## src/rtl/uart_pkg.sv

```systemverilog
// Shared types and defaults for the UART receive path.
package uart_pkg;

  typedef enum logic [2:0] {IDLE, START, DATA, PARITY, STOP} rx_state_e;

  typedef enum logic [1:0] {
    PAR_NONE = 2'b00,
    PAR_EVEN = 2'b01,
    PAR_ODD  = 2'b10
  } parity_e;

  localparam int DEFAULT_CLKS_PER_BIT = 434;

endpackage

```

## src/rtl/sync_fifo.sv

```systemverilog
// First-word-fall-through FIFO: the head entry is always visible on pop_data.
module sync_fifo #(
  parameter int WIDTH = 9,
  parameter int DEPTH = 4
) (
  input  logic                       clk,
  input  logic                       rst,
  input  logic                       push,
  input  logic [WIDTH-1:0]           push_data,
  input  logic                       pop,
  output logic [WIDTH-1:0]           pop_data,
  output logic [$clog2(DEPTH+1)-1:0] count,
  output logic                       full,
  output logic                       empty
);
  localparam int AW = $clog2(DEPTH);
  localparam int CNTW = $clog2(DEPTH+1);

  logic [WIDTH-1:0] mem [DEPTH];
  logic [AW-1:0]    wr_ptr, rd_ptr;
  logic             do_push, do_pop;

  // A push into a full FIFO is allowed when the head leaves in the same cycle.
  assign do_push  = push && (!full || pop);
  assign do_pop   = pop && !empty;
  assign full     = (count == CNTW'(DEPTH));
  assign empty    = (count == '0);
  assign pop_data = empty ? '0 : mem[rd_ptr];

  always_ff @(posedge clk)
    if (do_push) mem[wr_ptr] <= push_data;

  always_ff @(posedge clk or posedge rst) begin
    if (rst) begin
      wr_ptr <= '0;
      rd_ptr <= '0;
      count  <= '0;
    end else begin
      if (do_push) wr_ptr <= wr_ptr + AW'(1);
      if (do_pop)  rd_ptr <= rd_ptr + AW'(1);
      case ({do_push, do_pop})
        2'b10:   count <= count + CNTW'(1);
        2'b01:   count <= count - CNTW'(1);
        default: count <= count;
      endcase
    end
  end

endmodule

```

## src/rtl/uart_rx_fifo.sv

```systemverilog
// UART receiver with 3-sample majority voting, optional parity and a FWFT
// receive FIFO carrying a parity-error tag per word.
module uart_rx_fifo
  import uart_pkg::*;
#(
  parameter int CLKS_PER_BIT = DEFAULT_CLKS_PER_BIT,
  parameter int DATA_BITS    = 8,
  parameter int FIFO_DEPTH   = 4
) (
  input  logic                            clk,
  input  logic                            reset,
  input  logic                            rx_in,
  input  logic [1:0]                      cfg_parity,
  output logic [DATA_BITS-1:0]            rx_data,
  output logic                            rx_perr,
  output logic                            rx_valid,
  input  logic                            rx_ready,
  output logic [$clog2(FIFO_DEPTH+1)-1:0] fifo_count,
  output logic                            frame_err,
  output logic                            overrun_err,
  input  logic                            err_clr,
  output logic                            busy
);
  localparam int HALF = CLKS_PER_BIT / 2;
  localparam int CW   = $clog2(CLKS_PER_BIT);
  localparam int BW   = $clog2(DATA_BITS);

  if (CLKS_PER_BIT < 8) begin : g_bad_cpb
    $error("CLKS_PER_BIT must be at least 8");
  end
  if (DATA_BITS < 5 || DATA_BITS > 9) begin : g_bad_db
    $error("DATA_BITS must be in 5..9");
  end
  if (FIFO_DEPTH < 2 || (FIFO_DEPTH & (FIFO_DEPTH - 1)) != 0) begin : g_bad_depth
    $error("FIFO_DEPTH must be a power of two >= 2");
  end

  logic                 rx_meta, rx_s;
  rx_state_e            state;
  parity_e              par_mode;
  logic [CW-1:0]        clk_cnt;
  logic [BW-1:0]        bit_idx;
  logic [DATA_BITS-1:0] shreg;
  logic                 s0, s1, perr;
  logic                 vote, at_vote, at_end;
  logic                 pop, push, stop_dec, frame_set, ovr_set;
  logic                 fifo_full, fifo_empty;
  logic [DATA_BITS:0]   fifo_dout;

  always_ff @(posedge clk or posedge reset) begin
    if (reset) begin
      rx_meta <= 1'b1;
      rx_s    <= 1'b1;
    end else begin
      rx_meta <= rx_in;
      rx_s    <= rx_meta;
    end
  end

  // Third sample is taken live at HALF+1 and voted with the two stored ones.
  assign vote    = (s0 & s1) | (s0 & rx_s) | (s1 & rx_s);
  assign at_vote = (clk_cnt == CW'(HALF + 1));
  assign at_end  = (clk_cnt == CW'(CLKS_PER_BIT - 1));

  assign pop       = rx_valid && rx_ready;
  assign stop_dec  = (state == STOP) && at_vote;
  assign push      = stop_dec && vote && (!fifo_full || pop);
  assign frame_set = stop_dec && !vote;
  assign ovr_set   = stop_dec && vote && fifo_full && !pop;
  assign busy      = (state != IDLE);

  always_ff @(posedge clk or posedge reset) begin
    if (reset) begin
      state    <= IDLE;
      par_mode <= PAR_NONE;
      clk_cnt  <= '0;
      bit_idx  <= '0;
      shreg    <= '0;
      s0       <= 1'b1;
      s1       <= 1'b1;
      perr     <= 1'b0;
    end else begin
      if (clk_cnt == CW'(HALF - 1)) s0 <= rx_s;
      if (clk_cnt == CW'(HALF))     s1 <= rx_s;
      case (state)
        IDLE: if (!rx_s) begin
          state    <= START;
          clk_cnt  <= '0;
          perr     <= 1'b0;
          par_mode <= (cfg_parity == 2'b11) ? PAR_NONE : parity_e'(cfg_parity);
        end
        START: begin
          clk_cnt <= clk_cnt + CW'(1);
          if (at_vote && vote) begin
            state   <= IDLE;
            clk_cnt <= '0;
          end else if (at_end) begin
            state   <= DATA;
            clk_cnt <= '0;
            bit_idx <= '0;
          end
        end
        DATA: begin
          clk_cnt <= clk_cnt + CW'(1);
          if (at_vote) shreg[bit_idx] <= vote;
          if (at_end) begin
            clk_cnt <= '0;
            if (bit_idx == BW'(DATA_BITS - 1))
              state <= (par_mode == PAR_NONE) ? STOP : PARITY;
            else
              bit_idx <= bit_idx + BW'(1);
          end
        end
        PARITY: begin
          clk_cnt <= clk_cnt + CW'(1);
          // Odd mode expects the complement of the data XOR.
          if (at_vote) perr <= vote ^ (^shreg) ^ (par_mode == PAR_ODD);
          if (at_end) begin
            state   <= STOP;
            clk_cnt <= '0;
          end
        end
        STOP: begin
          clk_cnt <= clk_cnt + CW'(1);
          // Deciding mid stop bit lets a back-to-back start edge be seen early.
          if (at_vote) begin
            state   <= IDLE;
            clk_cnt <= '0;
          end
        end
        default: state <= IDLE;
      endcase
    end
  end

  always_ff @(posedge clk or posedge reset) begin
    if (reset) begin
      frame_err   <= 1'b0;
      overrun_err <= 1'b0;
    end else begin
      if (frame_set)    frame_err <= 1'b1;
      else if (err_clr) frame_err <= 1'b0;
      if (ovr_set)      overrun_err <= 1'b1;
      else if (err_clr) overrun_err <= 1'b0;
    end
  end

  sync_fifo #(
    .WIDTH (DATA_BITS + 1),
    .DEPTH (FIFO_DEPTH)
  ) u_fifo (
    .clk       (clk),
    .rst       (reset),
    .push      (push),
    .push_data ({perr, shreg}),
    .pop       (pop),
    .pop_data  (fifo_dout),
    .count     (fifo_count),
    .full      (fifo_full),
    .empty     (fifo_empty)
  );

  assign rx_valid = !fifo_empty;
  assign rx_data  = fifo_dout[DATA_BITS-1:0];
  assign rx_perr  = fifo_dout[DATA_BITS];

endmodule

```

## config.mk

```make
export PLATFORM = sky130hd
export DESIGN_NAME = uart_rx_fifo
export DESIGN_NICKNAME = d
export VERILOG_FILES = /design/src/rtl/uart_pkg.sv /design/src/rtl/sync_fifo.sv /design/src/rtl/uart_rx_fifo.sv
export SDC_FILE = /design/constraint.sdc
export NUM_CORES = 1
export LEC_CHECK = 0
export ABC_AREA = 1
export BUFFER_PORTS_ARGS = -buffer_cell sky130_fd_sc_hd__buf_4
export CORE_ASPECT_RATIO = 1.75
export CORE_MARGIN = 4
export CORE_UTILIZATION = 45
export DETAILED_ROUTE_END_ITERATION = 6
export PLACE_DENSITY_LB_ADDON = 0.25
export SYNTH_ARGS = -nofsm -noshare
export SYNTH_HDL_FRONTEND = slang
export SYNTH_SLANG_ARGS = --single-unit
```

## constraint.sdc

```tcl
create_clock -name clk -period 2.84 [get_ports clk]
set_input_delay 0.426 -clock clk [delete_from_list [all_inputs] [get_ports clk]]
set_output_delay 0.426 -clock clk [all_outputs]
set_load 0.05 [all_outputs]
```

# After elaboration in Yosys (flattened, before gate mapping)
# Memories as Yosys holds them, arrays and structs flattened.
# Cells that the tools add are included.
# word_totals
ff_bits	39
latch_bits	0
ram_bits	36
romBits	0
inputBits	7
out_inout_bits	16
mem_count	1
# memory_table
name	depth	word_bits	read_ports	rd_clocked_by_memory_dff	wr	line	rtl
u_fifo.mem	4	9	1	0	1	sync_fifo.sv:19	logic [WIDTH-1:0] mem [DEPTH];
# op_classes
addsub	6
multipliers	0
n_div	0
magnitude_cmp	2
eq_ne	24
shift	0
n_mux	33
bitwise_logic	8
reduce_logical	34
# op_table
cell	n
$mux W9	5
$mux W3	12
$pmux W9 S4	1
$eq A9 B8 Y1 const B	3
$ne A2 B2 Y1 const B	9
$pmux W3 S5	1
$pmux W3 S2	2
$logic_and A1 B1 Y1	11
$reduce_bool A2 Y1	5
$add A9 B1 Y9 const B	1
$eq A3 B3 Y1 const B	3
$eq A9 B9 Y1 const B	1
$bwmux W8	1
$mux W1	8
$reduce_xor A8 Y1	1
$add A3 B1 Y3 const B	2
$eq A2 B2 Y1 const B	3
$eq A3 B2 Y1 const B	2
$logic_not A3 Y1	2
$reduce_and A2 Y1	3
$reduce_and A6 Y1	1
$reduce_and A5 Y1	1
$add A2 B1 Y2 const B	2
$logic_not A1 Y1	4
19 further kinds	23

# Logic depth before layout (Yosys ltp)
# logic_depth
depth_word	8
ltp_mapped	13
depth_no_buf	12

# By module
# Synthesis repeated with hierarchy kept, for this count alone.
# unflattened
hier_cells	505
area_unflattened_um2	4154.0
# modules_own_cells
mod	instances	cells_per_inst	area_each_um2	seq_area_each_um2
uart_rx_fifo	1	304	2173.3	805.8
sync_fifo	1	201	1980.6	1256.2

# Worst setup path before layout
# OpenSTA, ideal clock, no wires.
# synth_path
path_kind	reg-to-reg
start	register u_fifo.count[0]
end	register u_fifo.count[2]
t_arrival_ns	2.474
required_ns	2.709
slack_ns	0.235
stages_incl_launch_ff	11
n_path_buf	0
synth_period_minus_slack_ns	2.605
path_cell_list	dfrtp_1 -> nor2_1 -> nand2_1 -> inv_2 -> nor2_1 -> ha_1 -> inv_1 -> fa_1 -> a21oi_1 -> o21ai_0 -> xor2_1
# synth_via
elab_cells_between_ends	15
# synth_lines
element	line	rtl
start: declaration	sync_fifo.sv:12	output logic [$clog2(DEPTH+1)-1:0] count,
start signal: assignment	sync_fifo.sv:42	2'b10: count <= count + CNTW'(1);
start signal: assignment	sync_fifo.sv:43	2'b01: count <= count - CNTW'(1);
start signal: assignment	sync_fifo.sv:44	default: count <= count;
$logic_not A3 Y1 *	sync_fifo.sv:27	assign empty = (count == '0);
$logic_not A1 Y1 *	uart_rx_fifo.sv:163	assign rx_valid = !fifo_empty;
named net rx_valid	uart_rx_fifo.sv:16	output logic rx_valid,
$logic_and A1 B1 Y1	uart_rx_fifo.sv:65	assign pop = rx_valid && rx_ready;
$logic_and A1 B1 Y1 *	sync_fifo.sv:25	assign do_pop = pop && !empty;
named net u_fifo.do_pop	sync_fifo.sv:21	logic do_push, do_pop;
$eq A2 B1 Y1 or $eq A2 B2 Y1 (tied branches)	sync_fifo.sv:41	case ({do_push, do_pop})
$pmux W3 S2 or $reduce_bool A2 Y1 (tied branches)	n/a	
# Mark *: on every way through the listed nets, which the timed path passes. The rest lies on a longest branch.
# A chain may end at the register's enable or synchronous reset.

# Final worst setup path
# layout_path
start	register u_fifo.rd_ptr[1]
end	output rx_data[3]
# layout_via
elab_chain_cells	2
# layout_rtl
element	line	rtl
start: declaration	sync_fifo.sv:20	logic [AW-1:0] wr_ptr, rd_ptr;
start signal: assignment	sync_fifo.sv:40	if (do_pop) rd_ptr <= rd_ptr + AW'(1);
$mem_v2 Z4 W9	n/a	
$mux W9	sync_fifo.sv:28	assign pop_data = empty ? '0 : mem[rd_ptr];
end: declaration	uart_rx_fifo.sv:14	output logic [DATA_BITS-1:0] rx_data,
# No other way between the ends.

==> reports/qor.txt <==
Slew HR = 0.595
share of cells above drive strength 1 = 0.166
Commonest cells post-synth = 95 x nand2_1, 61 x nor2_1, 49 x inv_1
post-CTS sizing = 0
peak supply drop = 376 uV
synth unique cells = 38
synth warn = 0
CTS tree = done
root buffer cell = clkbuf_16
NumNets Final = 490
fin. max-slew vios = 0
initial detailed-routing violation count = 108
most frequent cell after synthesis = nand2_1
total power = 3.48 mW
Port Buf Inserts = 22
clock sink total = 75
Period minus WS final = 2.33 ns
worst slew pin tran = 0.608 ns
Reg2Reg Depth = 9
Yosys top cell area share = 0.275
Hold Crit Class = in -> async
GRT Overall Usage = 0.159
Final setup viols = 0
Startpoint Class = flop
final hold vios = 0
Core ar. = 8420 sq um
Leakage = 2.08 nW
CTS Hold Bufs = 0
worst-path maximum fanout = 10
die height = 132 um
Top Ports = 23
Setup TNS = 0 ns
Worst EP required = 2.41 ns
Setup Fix Bufs, Post-CTS = 0
RSZ-0062 raised after global routing = no
vias in the first global route = 2835
Remaining Overflow, GRT = 0
Syn Nets = 457
P&R area growth vs syn = 15.9%
Crit Path Category = reg -> out
Post-DP HPWL = 5.81 mm
antenna violations before repair = 0
Clk Latency, worst-skew pair = 0.33 ns
synthesized cell area = 3930 sq um
Routability Congestion = 0.834
first-pass GRT wire length = 13.0 mm
average cell area after synthesis = 8.98 sq um
Post-DP Area = 4250 sq um
CTS buffer count = 9
max_cap viols = 0
htree depth = 3
Arr. time, crit path = 1.91 ns
die area = 10400 sq um
CP endpoint kind = output pin
Pre-antenna DRT Iters = 4
part of the Yosys area used for sequential elements = 0.524
largest net degree at the start of global routing = 19
final critical-path share of the clock period = 0.821
final WL = 7.56 mm
FF+latch count, synth = 75
row count = 44
remaining antenna violation count = 0
EDFF count, synth = 36
Max clock buf depth = 2
top cells by area, synth = edfxtp_1 27%, dfrtp_1 22%, nand2_1 9.1%
largest area contributor in the netlist = edfxtp_1
Die X = 78.7 um
design area = 4560 sq um
outcome = complete, no violations
Synth Flop Type = edfxtp_1
antenna cells = 0
Cell Pwr Density = 764 nW/um^2
Worst Skew = 0.00507 ns
clock slew at reported path FFs = 0.06 ns
drt wl/cell = 12.8 um
vias = 2889
Post-synth ARST share = 0.520
initial cell density of the core = 0.467
cells after synthesis = 438
Vias/cell = 4.90
Max Fclk = 0.429 GHz
# DRC = 0
[through the flow]
step | hold slack, ns | worst slack (ns) | utilization | std cells
floorplan | 0.345 | 0.235 | - | 438
global placement | 0.348 | 0.656 | 0.505 | 575
detailed placement | 0.349 | 0.603 | 0.505 | 575
CTS | 0.0398 | 0.443 | 0.541 | 590
global route | 0.0634 | 0.261 | 0.541 | 590
finish | 0.0380 | 0.509 | 0.541 | 590
[path summary, 6_finish.rpt]
check / from / endpoint / slack, ns
min: reset / overrun_err / 0.04
min in group clk: rx_in / rx_meta / 0.20
max reg2reg: rx_s / u_fifo.count[1] / 0.60
max: u_fifo.rd_ptr[1] / rx_data[3] / 0.51
max in group asynchronous: reset / s1 / 2.24
min reg2reg: rx_meta / rx_s / 0.36
[cells in the final DEF (no fill, tap or decap), types with 4 or more instances in the layout]
| cell | count |
|---|---|
| a21oi_1 | 15 |
| edfxtp_1 | 36 |
| inv_1 | 49 |
| nor2_4 | 7 |
| nand2_2 | 4 |
| clkbuf_16 | 9 |
| dfstp_2 | 4 |
| nor2_1 | 61 |
| xor2_1 | 6 |
| dfrtp_1 | 35 |
| o21ai_0 | 23 |
| inv_2 | 5 |
| buf_4 | 29 |
| o21ai_1 | 12 |
| ha_1 | 11 |
| nand3_1 | 28 |
| nand2_1 | 95 |
| nand4_1 | 14 |
[where the power goes]
part	internal [mW]	leakage, nW	switching (mW)	total (mW)
Clock	0.762	0.152	0.411	1.17
Sequential	1.17	0.916	0.0863	1.26
Combinational	0.324	1.01	0.727	1.05
Total	2.26	2.08	1.22	3.48
[critical path: stages (launching register included)]
cell and delay (ns):
dfrtp_1 0.54, clkinv_1 0.37, nor2_1 0.17, o21ai_0 0.09, a21oi_1 0.17, buf_4 0.23
[area by class of cell]
type	instances	area, sq um
fill	753	3860
sequential	75	2060
multi-input combinational	301	1620
clock buffer	10	229
timing repair buffer	29	218
inverter	55	206
tap	115	144
clock inverter	5	78.8
[layer usage]
metal | part of all wire | vias to the layer above | track usage
met4 | 0.020 | 0 | 0.0661
li1 | - | 1508 | -
met1 | 0.37 | 1338 | 0.161
met2 | 0.59 | 32 | 0.306
met5 | 0 | - | 0
met3 | 0.023 | 11 | 0.0315
[flip-flops by register name (all words and copies together), names as in the netlist, 3 cells and up]
register,cells
bit_idx,3
shreg,8
clk_cnt,9
state,3
u_fifo.count,3
u_fifo.mem,36
[kinds of logic after synthesis]
family	count (synthesis)	share of synthesized area
DFF	75	0.524
xor gates and xnor gates	9	0.0200
adders and majority gates	12	0.0401
and+or+nand+nor	222	0.269
AOI/OAI and AO/OA	58	0.0830
buffers and inverters	62	0.0633
Power figures use the tool's default switching activity.
